### src/rtl/cache_axi_bridge.sv
// Cache refill/writeback port to AXI4 master bridge: one outstanding read, one outstanding write.
// Define BRIDGE_RAW_LINE_CHECK_EN to block reads only on a same-line pending write.
module cache_axi_bridge #(
  parameter logic [3:0]  RD_ID      = 4'd0,
  parameter logic [3:0]  WR_ID      = 4'd1,
  parameter int unsigned LINE_WORDS = 4
) (
  input  logic                      clk,
  input  logic                      reset,
  input  logic                      rd_req,
  output logic                      rd_rdy,
  input  logic [2:0]                rd_type,
  input  logic [31:0]               rd_addr,
  output logic                      ret_valid,
  output logic [1:0]                ret_last,
  output logic [31:0]               ret_data,
  input  logic                      wr_req,
  output logic                      wr_rdy,
  input  logic [2:0]                wr_type,
  input  logic [31:0]               wr_addr,
  input  logic [3:0]                wr_wstrb,
  input  logic [32*LINE_WORDS-1:0]  wr_data,
  output logic [3:0]                arid,
  output logic [31:0]               araddr,
  output logic [7:0]                arlen,
  output logic [2:0]                arsize,
  output logic [1:0]                arburst,
  output logic                      arvalid,
  input  logic                      arready,
  input  logic [31:0]               rdata,
  input  logic                      rlast,
  input  logic [1:0]                rresp,
  input  logic                      rvalid,
  output logic                      rready,
  output logic [3:0]                awid,
  output logic [31:0]               awaddr,
  output logic [7:0]                awlen,
  output logic [2:0]                awsize,
  output logic [1:0]                awburst,
  output logic                      awvalid,
  input  logic                      awready,
  output logic [31:0]               wdata,
  output logic [3:0]                wstrb,
  output logic                      wlast,
  output logic                      wvalid,
  input  logic                      wready,
  input  logic                      bvalid,
  input  logic [1:0]                bresp,
  output logic                      bready
);
  localparam int unsigned CW       = $clog2(LINE_WORDS);
  localparam logic [7:0]  LINE_LEN = 8'(LINE_WORDS - 1);

  typedef enum logic [1:0] {R_IDLE, R_AR, R_DATA} rd_state_t;
  typedef enum logic [1:0] {W_IDLE, W_AW, W_DATA, W_B} wr_state_t;

  rd_state_t      rd_state, rd_nxt;
  wr_state_t      wr_state, wr_nxt;
  logic [CW-1:0]  wr_cnt, wr_cnt_nxt;
  logic [31:0]    rd_addr_q, wr_addr_q;
  logic [2:0]     rd_type_q, wr_type_q;
  logic [3:0]     wr_strb_q;
  logic [31:0]    wr_buf [LINE_WORDS];
  logic           rd_line, wr_line, last_beat, raw_block;
  logic           unused_resp;

  assign unused_resp = ^{rresp, bresp};

  assign rd_line   = (rd_type_q == 3'b100);
  assign wr_line   = (wr_type_q == 3'b100);
  assign last_beat = ~wr_line | (wr_cnt == CW'(LINE_WORDS - 1));

  assign arid    = RD_ID;
  assign araddr  = rd_line ? {rd_addr_q[31:4], 4'b0} : rd_addr_q;
  assign arlen   = rd_line ? LINE_LEN : '0;
  assign arsize  = rd_line ? 3'd2 : {1'b0, rd_type_q[1:0]};
  assign arburst = 2'b01;

  assign awid    = WR_ID;
  assign awaddr  = wr_line ? {wr_addr_q[31:4], 4'b0} : wr_addr_q;
  assign awlen   = wr_line ? LINE_LEN : '0;
  assign awsize  = wr_line ? 3'd2 : {1'b0, wr_type_q[1:0]};
  assign awburst = 2'b01;

  assign wdata = wr_buf[wr_cnt];
  assign wstrb = wr_line ? 4'hF : wr_strb_q;
  assign wlast = (wr_state == W_DATA) & last_beat;

  assign ret_valid = (rd_state == R_DATA) & rvalid;
  assign ret_data  = rdata;
  assign ret_last  = {1'b0, ret_valid & rlast};

  // A write accepted this very cycle already counts as pending, so a same-cycle
  // read can never be issued ahead of it.
`ifdef BRIDGE_RAW_LINE_CHECK_EN
  assign raw_block = ((wr_state != W_IDLE) && (rd_addr[31:4] == wr_addr_q[31:4])) ||
                     (wr_req && wr_rdy && (rd_addr[31:4] == wr_addr[31:4]));
`else
  assign raw_block = (wr_state != W_IDLE) || (wr_req && wr_rdy);
`endif

  always_ff @(posedge clk) begin
    if (reset) begin
      rd_state <= R_IDLE;
      wr_state <= W_IDLE;
      wr_cnt   <= '0;
    end else begin
      rd_state <= rd_nxt;
      wr_state <= wr_nxt;
      wr_cnt   <= wr_cnt_nxt;
    end
  end

  always_ff @(posedge clk) begin
    if (rd_req && rd_rdy) begin
      rd_addr_q <= rd_addr;
      rd_type_q <= rd_type;
    end
    if (wr_req && wr_rdy) begin
      wr_addr_q <= wr_addr;
      wr_type_q <= wr_type;
      wr_strb_q <= wr_wstrb;
      for (int unsigned i = 0; i < LINE_WORDS; i++)
        wr_buf[i] <= wr_data[32*i +: 32];
    end
  end

  always_comb begin
    rd_nxt  = rd_state;
    rd_rdy  = 1'b0;
    arvalid = 1'b0;
    rready  = 1'b0;
    case (rd_state)
      R_IDLE: begin
        rd_rdy = ~raw_block;
        if (rd_req && !raw_block) rd_nxt = R_AR;
      end
      R_AR: begin
        arvalid = 1'b1;
        if (arready) rd_nxt = R_DATA;
      end
      R_DATA: begin
        rready = 1'b1;
        if (rvalid && rlast) rd_nxt = R_IDLE;
      end
      default: rd_nxt = R_IDLE;
    endcase
  end

  always_comb begin
    wr_nxt     = wr_state;
    wr_cnt_nxt = wr_cnt;
    wr_rdy     = 1'b0;
    awvalid    = 1'b0;
    wvalid     = 1'b0;
    bready     = 1'b0;
    case (wr_state)
      W_IDLE: begin
        wr_rdy = 1'b1;
        if (wr_req) wr_nxt = W_AW;
      end
      W_AW: begin
        awvalid = 1'b1;
        if (awready) wr_nxt = W_DATA;
      end
      W_DATA: begin
        wvalid = 1'b1;
        if (wready) begin
          if (last_beat) begin
            wr_nxt     = W_B;
            wr_cnt_nxt = '0;
          end else begin
            wr_cnt_nxt = wr_cnt + 1'b1;
          end
        end
      end
      W_B: begin
        bready = 1'b1;
        if (bvalid) wr_nxt = W_IDLE;
      end
      default: wr_nxt = W_IDLE;
    endcase
  end
endmodule

### config.mk
export PLATFORM = sky130hd
export DESIGN_NAME = cache_axi_bridge
export DESIGN_NICKNAME = d
export VERILOG_FILES = /design/src/rtl/cache_axi_bridge.sv
export SDC_FILE = /design/constraint.sdc
export NUM_CORES = 1
export LEC_CHECK = 0
export CAP_MARGIN = 30
export CORE_AREA = 8 8 157 159
export DETAILED_ROUTE_END_ITERATION = 8
export DIE_AREA = 0 0 165 167
export GPL_ROUTABILITY_DRIVEN = 0
export PLACE_DENSITY_LB_ADDON = 0.1
export SLEW_MARGIN = 5
export SYNTH_ARGS = -nofsm -noshare
export SYNTH_HDL_FRONTEND = slang
export SYNTH_SLANG_ARGS = --single-unit
### constraint.sdc
create_clock -name clk -period 16.6 [get_ports clk]
set_clock_uncertainty 0.2 [all_clocks]
set_input_delay 2.49 -clock clk [delete_from_list [all_inputs] [get_ports clk]]
set_output_delay 2.49 -clock clk [all_outputs]
set_load 0.01 [all_outputs]
# Yosys cells after proc, flatten, opt, wreduce, memory -nomap -nowiden

Memories as Yosys holds them, arrays and structs flattened. A register that Yosys moved wholly into a read port is not among the register bits.
Index checks and enable logic that the tools add are counted.

RAM bits: 128
Logic and storage cells: 73
Memories kept: 1
Bits in registers: 80
Input bits: 248

Mux-type cells: 29
Bitwise gates (word level): 6
Reductions and logical operators: 12
Eq/ne operators: 16
Add/sub/neg operators: 1

Memory list:

| memory | words | width | read ports | clocked after memory_dff | write ports | RTL line | RTL |
|---|---|---|---|---|---|---|---|
| wr_buf | 4     | 32    | 1          | 1                        | 4           | 63       | `logic [31:0] wr_buf [LINE_WORDS];` |

Operators with widths:

| cell                  | number |
|---|---|
| $mux W2               | 15 |
| $ne A2 B2 Y1 const B  | 7 |
| $mux W4               | 3 |
| $mux W1               | 9 |
| $eq A2 B2 Y1 const B  | 4 |
| $pmux W2 S4           | 1 |
| $eq A3 B3 Y1 const B  | 2 |
| $pmux W2 S3           | 1 |
| $reduce_and A5 Y1     | 1 |
| $eq A2 B1 Y1 const B  | 2 |
| $logic_and A1 B1 Y1   | 4 |
| $logic_not A2 Y1      | 2 |
| $and A1 B1 Y1         | 3 |
| $reduce_and A3 Y1     | 1 |
| $add A2 B1 Y2 const B | 1 |
| $ne A2 B1 Y1 const B  | 1 |
| $not A1 Y1            | 2 |
| $reduce_and A2 Y1     | 1 |
| $reduce_bool A2 Y1    | 1 |
| $logic_not A1 Y1      | 1 |
| $logic_or A1 B1 Y1    | 1 |
| $or A1 B1 Y1          | 1 |

# Logic depth before layout (Yosys ltp)

Gate-level depths: netlist of the first run.

Word-level depth: 8
Mapped depth: 6

# Worst setup path after synthesis of the first run

OpenSTA, ideal clock, no wires.

Path kind: input-to-reg
From: input wr_req
To: register wr_addr_q[0] (enable)
Arrival time: 6.271 ns
Buffers on the path: 0
Stages on the path: 1
Data required time: 15.854 ns
Setup slack: 9.583 ns
Path through: and2_1

Longest elaborated chain between the ends: 1

RTL lines:

| item                   | RTL line | RTL |
|---|---|---|
| start: declaration     | 17       | `input logic wr_req,` |
| $logic_and A1 B1 Y1    | 119      | `if (wr_req && wr_rdy) begin` |
| end signal: assignment | 120      | `wr_addr_q <= wr_addr;` |
| end: declaration       | 60       | `logic [31:0] rd_addr_q, wr_addr_q;` |

Every way passes these cells.
A chain may end at the register's enable or synchronous reset.

# Worst setup path after layout of the first run

From: input wr_req
To: output rd_rdy

Longest elaborated chain between the ends: 4

RTL lines:

| item                | RTL line | RTL |
|---|---|---|
| $logic_and A1 B1 Y1 | 99       | `assign raw_block = (wr_state != W_IDLE) \|\| (wr_req && wr_rdy);` |
| $logic_or A1 B1 Y1  | 99       |  |
| $not A1 Y1          | 135      | `rd_rdy = ~raw_block;` |
| $mux W1             | 133      | `case (rd_state)` |
| end: declaration    | 11       | `output logic rd_rdy,` |

Every way passes these cells.

==> flow_summary_export.csv, run 1 <==
group,metric,value,unit
status,status,"complete, no violations",
clock_network,post-cts-setup-buffer-count,0,
die,start_util,37.4,%
sta,slew_violations,0,
route,avgRoutedWirePerCell,20.3,um
clock_network,post_cts_resized,0,
route,drc,0,
die,die_w,165,um
sta,worst_slack,9.93,ns
grt,track_usage,14.2,%
layout,drive_above_1_share,11.2,%
layout,finish.instance_area,12000,um2
synthesis,ys_seq_elements,210,
pwr,p_per_area,134,nW/um2
synthesis,syn-cell-area,8310,um2
route,viasPerCell,4.45,
placed_design,pre_cts_ws,9.92,ns
clock_network,clock_path_buffers,3,
grt,grt_pass1_wl,29700,um
placed_design,placed_cell_area,11200,um2
sta,fin_crit,6.67,ns
setup_path,end_kind,"output port",
layout,regArea,6230,um2
clock_network,h-tree-depth,1,
setup_path,required,13.91,ns
grt,grt_max_degree,79,
sta,whs,0.279,ns
synthesis,synthCells,434,
pwr,p_leak,0.00413,uW
die,rows,55,
sta,hold_viol,0,
synthesis,ys_warn_count,0,
die,core_area,22200,um2
sta,fin_tns_setup,0,ns
placed_design,placedCellCount,949,
placed_design,dp_hpwl,15500,um
grt,antenna_found_initial,2,
setup_path,critPathMaxFanout,3,
route,drt.antenna.violating_nets,0,
route,vias,4423,
sta,timing.fmax,150,MHz
setup_path,cp-start-kind,"primary input",
route,drtPass1Iterations,6,
sta,setup_viol,0,
flow_run,cap_violations,0,
layout,final_cell_mix,"clkdlybuf4s50_1, edfxtp_1, mux4_2",
sta,rsz0062_at_grt,"no",
grt,grt_pass1_vias,5026,
hold_path,hold_path.class,"flip-flop to flip-flop",
synthesis,ys_seq_area_share,74.9,%
clock_network,clock_latency,0.50,ns
grt,overflow,0,
die,die_h,167,um
setup_path,crit_type,"primary input to output port",
layout,final_nets,944,
sta,post-route-period-util,40.2,%
synthesis,syn_avg_cell_area,19.2,um2
layout,area_delta_synth_final,44.1,%
clock_network,clkSlewWorstSetupHoldPaths,0.05,ns
clock_network,cts_buffers,24,
layout,fill_cells,1792,
clock_network,numClockSinks,210,
layout,final_common_cell,"clkdlybuf4s50_1",
placed_design,port-buffer-count,329,
clock_network,cts_hold_buf,0,
synthesis,synth.distinct_cells,29,
die,io_pins,425,
pwr,ir_drop,90.9,uV
layout,multiInputGateArea,1210,um2
clock_network,clockRootBuffer,"clkbuf_16",
route,routed_wl,20200,um
route,detail_route.iter0.violations,156,
clock_network,tritoncts,"yes",
layout,finalNonFillerCells,994,
die,die_area,27600,um2
setup_path,cp.arrival,3.98,ns
## metal layers
metal  vias up  share of wire, %  track usage [%]  wire length [um]
met5         -                 0                0                 0
met4         0               2.2             4.90               434
met3        40                13             6.76              2690
met2       256                53             25.8             10700
met1      2126                31             13.4              6290
li1       2001                 -                -                 -
## state kept, by name, summed over array words and instances, names as in the netlist, named ones only
register,cells
wr_strb_q,4
wr_addr_q,32
wr_cnt,2
wr_type_q,3
rd_addr_q,32
rd_state,2
rd_type_q,3
wr_state,2
wr_buf,128
## worst max-delay path: stages
cell             delay, ns
clkdlybuf4s50_1       0.43
nor2b_1               0.24
nor3b_1               0.23
clkdlybuf4s50_1       0.60
## through the flow
| stage | power (uW) | utilization [%] |
|---|---|---|
| after detailed placement | 1120 | 50.3 |
| after global routing | 1690 | 53.9 |
| after global placement | 1100 | 50.1 |
| after floorplan | 967 | - |
| final | 1610 | 53.9 |
| after CTS | 1630 | 53.7 |
## Yosys cell counts
library cell / n / area (um2)
a21oi_1: 3 / 15.0
a221oi_1: 1 / 8.76
a22oi_1: 2 / 15.0
and2_1: 6 / 37.5
and3_1: 1 / 6.26
buf_1: 3 / 11.3
buf_2: 1 / 5.00
buf_4: 122 / 916
buf_6: 1 / 11.3
clkbuf_1: 2 / 7.51
conb_1: 2 / 7.51
dfxtp_1: 8 / 160
edfxtp_1: 202 / 6070
ha_1: 5 / 62.6
inv_1: 7 / 26.3
mux2_2: 1 / 11.3
mux2i_1: 1 / 10.0
mux4_2: 32 / 721
nand2_1: 4 / 15.0
nand2b_1: 5 / 31.3
nand4_1: 1 / 6.26
nor2_1: 6 / 22.5
nor2b_1: 7 / 43.8
nor3_1: 2 / 10.0
nor3b_1: 1 / 7.51
nor4_2: 1 / 12.5
o311ai_2: 1 / 16.3
or2b_1: 5 / 37.5
or3b_4: 1 / 11.3
## report_power, final
group / switching, uW / leakage [uW] / internal, uW / total [uW]
Sequential: 27.7 / 0.00198 / 728 / 755
Combinational: 162 / 0.00178 / 188 / 351
Clock: 192 / 0.000374 / 307 / 499
Total: 382 / 0.00413 / 1220 / 1610
## final timing paths
kind,from,endpoint,slack [ns],cells after the start
max,wr_req,rd_rdy,9.93,4
min,wr_cnt[1]$_SDFFE_PP0N_,flip-flop,0.28,2
max reg2reg,wr_state[0]$_SDFFE_PP0P_,wr_buf[2][1]$_DFFE_PP_,14.11,5
min reg2reg,wr_cnt[1]$_SDFFE_PP0N_,flip-flop,0.28,2
## area by class of cell
class / count / area share [%]
sequential: 210 / 52.0
timing repair buffer: 335 / 28.3
clock buffer: 36 / 5.90
tap: 285 / 2.98
multi-input combinational: 113 / 10.1
inverter: 7 / 0.219
clock inverter: 6 / 0.439
antenna: 2 / 0.0418
## logic make-up after synthesis
kind of cell	Yosys count	synth area share (%)
flip-flops	210	74.9
buffers and inverters	136	11.8
adder cells (fa/ha/maj)	5	0.753
AND/OR/NAND/NOR	40	2.91
other	2	0.0904
multiplexers	34	8.93
AO/OA/AOI/OAI	7	0.662
(Power assumes the default switching activity.)
==> run 2: changes to the inputs <==
CORE_AREA = 8 8 158 160   (was 8 8 157 159)
DIE_AREA = 0 0 166 168   (was 0 0 165 167)
clock period = 6.3 ns   (was 16.6 ns; I/O delays follow)
==> run 2 against run 1 <==
Power grew to 2.6 times the previous value. Clock power grew to 2.7 times the previous value. Die area is 1.2% higher. Flip-flop and latch count stayed put. Critical path depth is 1 lower. Critical endpoint is now wdata[10]. Largest cell class unchanged. Highest routed layer is now met5.
==> flow_summary_export.csv, run 2 (synthesis results as in run 1) <==
group,metric,value,unit
die,rows,55,
route,viasPerCell,4.46,
pwr,clkPwrFrac,31.8,%
sta,fin_tns_setup,0,ns
layout,final_cell_mix,"clkdlybuf4s50_1, edfxtp_1, mux4_2",
setup_path,crit_type,"flip-flop to output port",
clock_network,h-tree-depth,1,
route,drc,0,
clock_network,numClockSinks,210,
clock_network,tritoncts,"yes",
clock_network,clkSlewWorstSetupHoldPaths,0.06,ns
sta,max-slew-margin-rel,44.8,%
layout,fill_cells,1802,
route,routed_wl,21000,um
route,vias,4404,
sta,timing.fmax,256,MHz
layout,final_common_cell,"clkdlybuf4s50_1",
placed_design,dp_hpwl,16100,um
layout,area_delta_synth_final,43.6,%
grt,antenna_found_initial,3,
route,detail_route.iter0.violations,182,
clock_network,clock_latency,0.50,ns
layout,drive_above_1_share,11.0,%
setup_path,crit_path_cell_trace,"buf_4, mux4_2, clkdlybuf4s50_1",
die,io_pins,425,
layout,final_core_util,53.4,%
pwr,p_leak,0.00412,uW
die,core_area,22400,um2
pwr,swShare,24.0,%
sta,slew_violations,0,
route,avgRoutedWirePerCell,21.2,um
die,die_h,168,um
grt,overflow,0,
die,start_util,37.2,%
layout,antennaDiodeCount,0,
sta,post-route-period-util,62.1,%
layout,reg.largest.list,"wr_buf (128), rd_addr_q (32), wr_addr_q (32)",
layout,largest_reg_flops,128,
grt,grt_pass1_wl,31000,um
pwr,power_frac_seq,46.9,%
pwr,p_per_area,356,nW/um2
sta,fin_crit,3.91,ns
setup_path,crit_family,"buffers and inverters",
clock_network,clockRootBuffer,"clkbuf_16",
grt,grt_max_degree,107,
clock_network,post_cts_resized,0,
route,drt.antenna.violating_nets,0,
die,die_w,166,um
placed_design,port-buffer-count,329,
die,die_area,27900,um2
grt,track_usage,14.5,%
sta,worst_slew_pin_slew,0.828,ns
clock_network,post-cts-setup-buffer-count,0,
route,drtPass1Iterations,4,
setup_path,required,5.15,ns
layout,final_nets,942,
setup_path,crit_slowest_cell,"dfxtp_2",
setup_path,cp.arrival,2.77,ns
hold_path,hold_path.class,"flip-flop to flip-flop",
pwr,p_total,4250,uW
setup_path,slowest_delay,0.60,ns
setup_path,worst-path-buf-inv,2,
sta,rsz0062_at_grt,"no",
pwr,ir_drop,260,uV
flow_run,cap_violations,0,
layout,finalNonFillerCells,988,
grt,grt_pass1_vias,5052,
clock_network,clock_path_buffers,3,
setup_path,critPathMaxFanout,22,
pwr,intPower,3230,uW
clock_network,cts_hold_buf,0,
clock_network,cts_buffers,24,
setup_path,end_kind,"output port",
pwr,switchingPower,1020,uW
sta,hold_viol,0,
sta,setup_viol,0,
setup_path,cp-start-kind,"flip-flop",
pwr,p_comb_share,21.3,%
status,status,"complete, no violations",
layout,regMostFlops,"wr_buf",
placed_design,placedCellCount,947,
[run 2: stage by stage]
stage	cell area [um2]	setup WS (ns)	hold WS, ns
2_1_floorplan	8410	0.828	0.242
3_3_place_gp	11100	2.77	0.263
3_5_place_dp	11100	2.76	0.280
4_1_cts	11900	2.26	0.293
5_1_grt	11900	2.17	0.321
6_report	11900	2.39	0.288
[run 2: area by class of cell]
class	count	area, um2	area share [%]
flip-flops and latches	210	6230	52.2
repair buffers	333	3350	28.0
multi-input cells	113	1210	10.1
clock buffers	26	629	5.27
well taps	285	357	2.99
clock inverters	14	140	1.17
inverters	7	26.3	0.220
[run 2: power by group through the flow]
stage          Clock (uW)  Combinational (uW)  Sequential [uW]
2_1_floorplan           0                 494             2050
3_3_place_gp            0                 909             2010
3_5_place_dp            0                 922             2030
4_1_cts              1400                 928             2000
5_1_grt              1450                 971             2020
6_report             1350                 906             2000
[run 2: worst reg2reg max path, stage by stage, from the launching register on]
cell and delay (ns):
dfxtp_1 0.33, inv_1 0.10, ha_1 0.21, and2_4 0.71, buf_12 0.43
[run 2: worst paths after layout]
kind,depth (start not counted),startpoint,to,slack (ns)
min,2,wr_cnt[1]$_SDFFE_PP0N_,flip-flop,0.29
max,3,flip-flop,wdata[10],2.39
min reg2reg,2,wr_cnt[1]$_SDFFE_PP0N_,flip-flop,0.29
max reg2reg,4,wr_state[0]$_SDFFE_PP0P_,wr_buf[0][4]$_DFFE_PP_,3.75
[run 2: routing by layer]
metal	GRT usage [%]	wire [um]
met5	0.181	36
met4	5.45	631
met3	8.19	2740
met2	26.8	11000
met1	12.9	6590
==> run 3: changes to the inputs <==
CORE_AREA = unset   (was 8 8 158 160)
CORE_MARGIN = 8   (was unset)
CORE_UTILIZATION = 36   (was unset)
DIE_AREA = unset   (was 0 0 166 168)
clock period = 3.55 ns   (was 6.3 ns; I/O delays follow)
==> run 3 against run 2 <==
Clock power grew 75%. Sequential share of layout area decreased by 0.35 points. Count of clock-buffer cells in the layout rose by 5.
==> flow_summary_export.csv, run 3 (synthesis results as in run 1) <==
group,metric,value,unit
setup_path,cp.arrival,2.51,ns
sta,slew_violations,0,
placed_design,placedCellCount,954,
die,io_pins,425,
layout,area_delta_synth_final,44.6,%
route,vias,4477,
route,routed_wl,21300,um
sta,setup_viol,0,
pwr,p_leak,0.00415,uW
route,drtPass1Iterations,4,
route,viasPerCell,4.48,
layout,reg.largest.list,"wr_buf (128), rd_addr_q (32), wr_addr_q (32)",
layout,fill_cells,1856,
layout,final_cell_mix,"clkdlybuf4s50_1, edfxtp_1, mux4_2",
die,die_w,168,um
layout,drive_above_1_share,11.7,%
die,core_area,22600,um2
setup_path,end_kind,"output port",
layout,final_nets,948,
sta,hold_viol,0,
sta,post-route-period-util,91.3,%
status,status,"complete, no violations",
sta,rsz0062_at_grt,"no",
sta,whs,0.274,ns
flow_run,cap_violations,0,
clock_network,cts_buffers,24,
clock_network,clkSlewWorstSetupHoldPaths,0.06,ns
die,start_util,36.7,%
grt,met3_usage,7.18,%
route,detail_route.iter0.violations,181,
grt,grt_max_degree,43,
clock_network,numClockSinks,210,
sta,worst_slew_pin_slew,0.648,ns
layout,regArea,6230,um2
pwr,ir_drop,355,uV
sta,timing.fmax,309,MHz
grt,met1_usage,13.4,%
clock_network,cts_hold_buf,0,
die,die_area,28200,um2
placed_design,placed_cell_area,11300,um2
route,drc,0,
route,avgRoutedWirePerCell,21.4,um
grt,grt_busiest_layer,"met2",
setup_path,cp-start-kind,"flip-flop",
clock_network,clockRootBuffer,"clkbuf_16",
placed_design,port-buffer-count,329,
placed_design,dp_hpwl,16400,um
sta,max-slew-margin-rel,56.8,%
clock_network,clock_latency,0.51,ns
hold_path,hold_path.class,"flip-flop to flip-flop",
pwr,p_per_area,630,nW/um2
layout,largest_reg_flops,128,
layout,final_common_cell,"clkdlybuf4s50_1",
die,die_h,168,um
die,rows,55,
clock_network,post-cts-setup-buffer-count,0,
grt,overflow,0,
grt,antenna_found_initial,3,
sta,fin_crit,3.24,ns
clock_network,clock_path_buffers,3,
grt,met2_usage,27.4,%
grt,track_usage,14.6,%
clock_network,post_cts_resized,0,
setup_path,critPathMaxFanout,22,
sta,fin_tns_setup,0,ns
clock_network,tritoncts,"yes",
layout,regMostFlops,"wr_buf",
layout,finalNonFillerCells,999,
layout,multiInputGateArea,1220,um2
setup_path,crit_type,"flip-flop to output port",
grt,grt_pass1_wl,31300,um
setup_path,required,2.82,ns
layout,finish.instance_area,12000,um2
clock_network,h-tree-depth,1,
grt,grt_pass1_vias,5187,
route,drt.antenna.violating_nets,0,
## run 3: final timing paths
kind                             from                       to  slack (ns)  depth (start not counted)
max                         flip-flop                wdata[21]        0.31                          3
min            wr_cnt[1]$_SDFFE_PP0N_                flip-flop        0.27                          2
max reg2reg  wr_state[0]$_SDFFE_PP0P_  rd_addr_q[29]$_DFFE_PP_        1.30                          6
min reg2reg    wr_cnt[1]$_SDFFE_PP0N_                flip-flop        0.27                          2
## run 3: layer usage
metal | share of wire (%) | wire length (um) | up-vias
li1 | - | - | 2013
met1 | 32 | 6770 | 2155
met2 | 53 | 11300 | 265
met3 | 12 | 2600 | 42
met4 | 2.9 | 628 | 2
met5 | 0.061 | 13 | -
## run 3: worst max-delay path, cell delays in order, from the launching register on
cell and delay [ns]:
dfxtp_2 0.61, buf_12 0.29, mux4_2 0.54, clkdlybuf4s50_1 0.54
## run 3: per-stage QoR
stage	total power [uW]	util, %	worst slack, ns
after floorplan	4470	-	0.178
after global placement	5250	49.7	0.772
after detailed placement	5310	49.7	0.776
after CTS	7700	53.1	0.219
after global routing	7920	53.1	0.159
final	7570	53.1	0.309
## run 3: final cells by class
class | instances | share of cell area [%]
clock buffers | 31 | 5.39
inverters | 7 | 0.219
clock inverters | 12 | 0.895
multi-input cells | 113 | 10.1
repair buffers | 339 | 28.5
flip-flops and latches | 210 | 51.8
diodes | 2 | 0.0416
well taps | 285 | 2.97
## run 3: where the power goes
group | total, uW | internal (uW) | leakage, uW | switching (uW)
Sequential | 3530 | 3400 | 0.00198 | 133
Clock | 2360 | 1430 | 0.000369 | 933
Combinational | 1680 | 908 | 0.00180 | 771
Total | 7570 | 5730 | 0.00415 | 1840
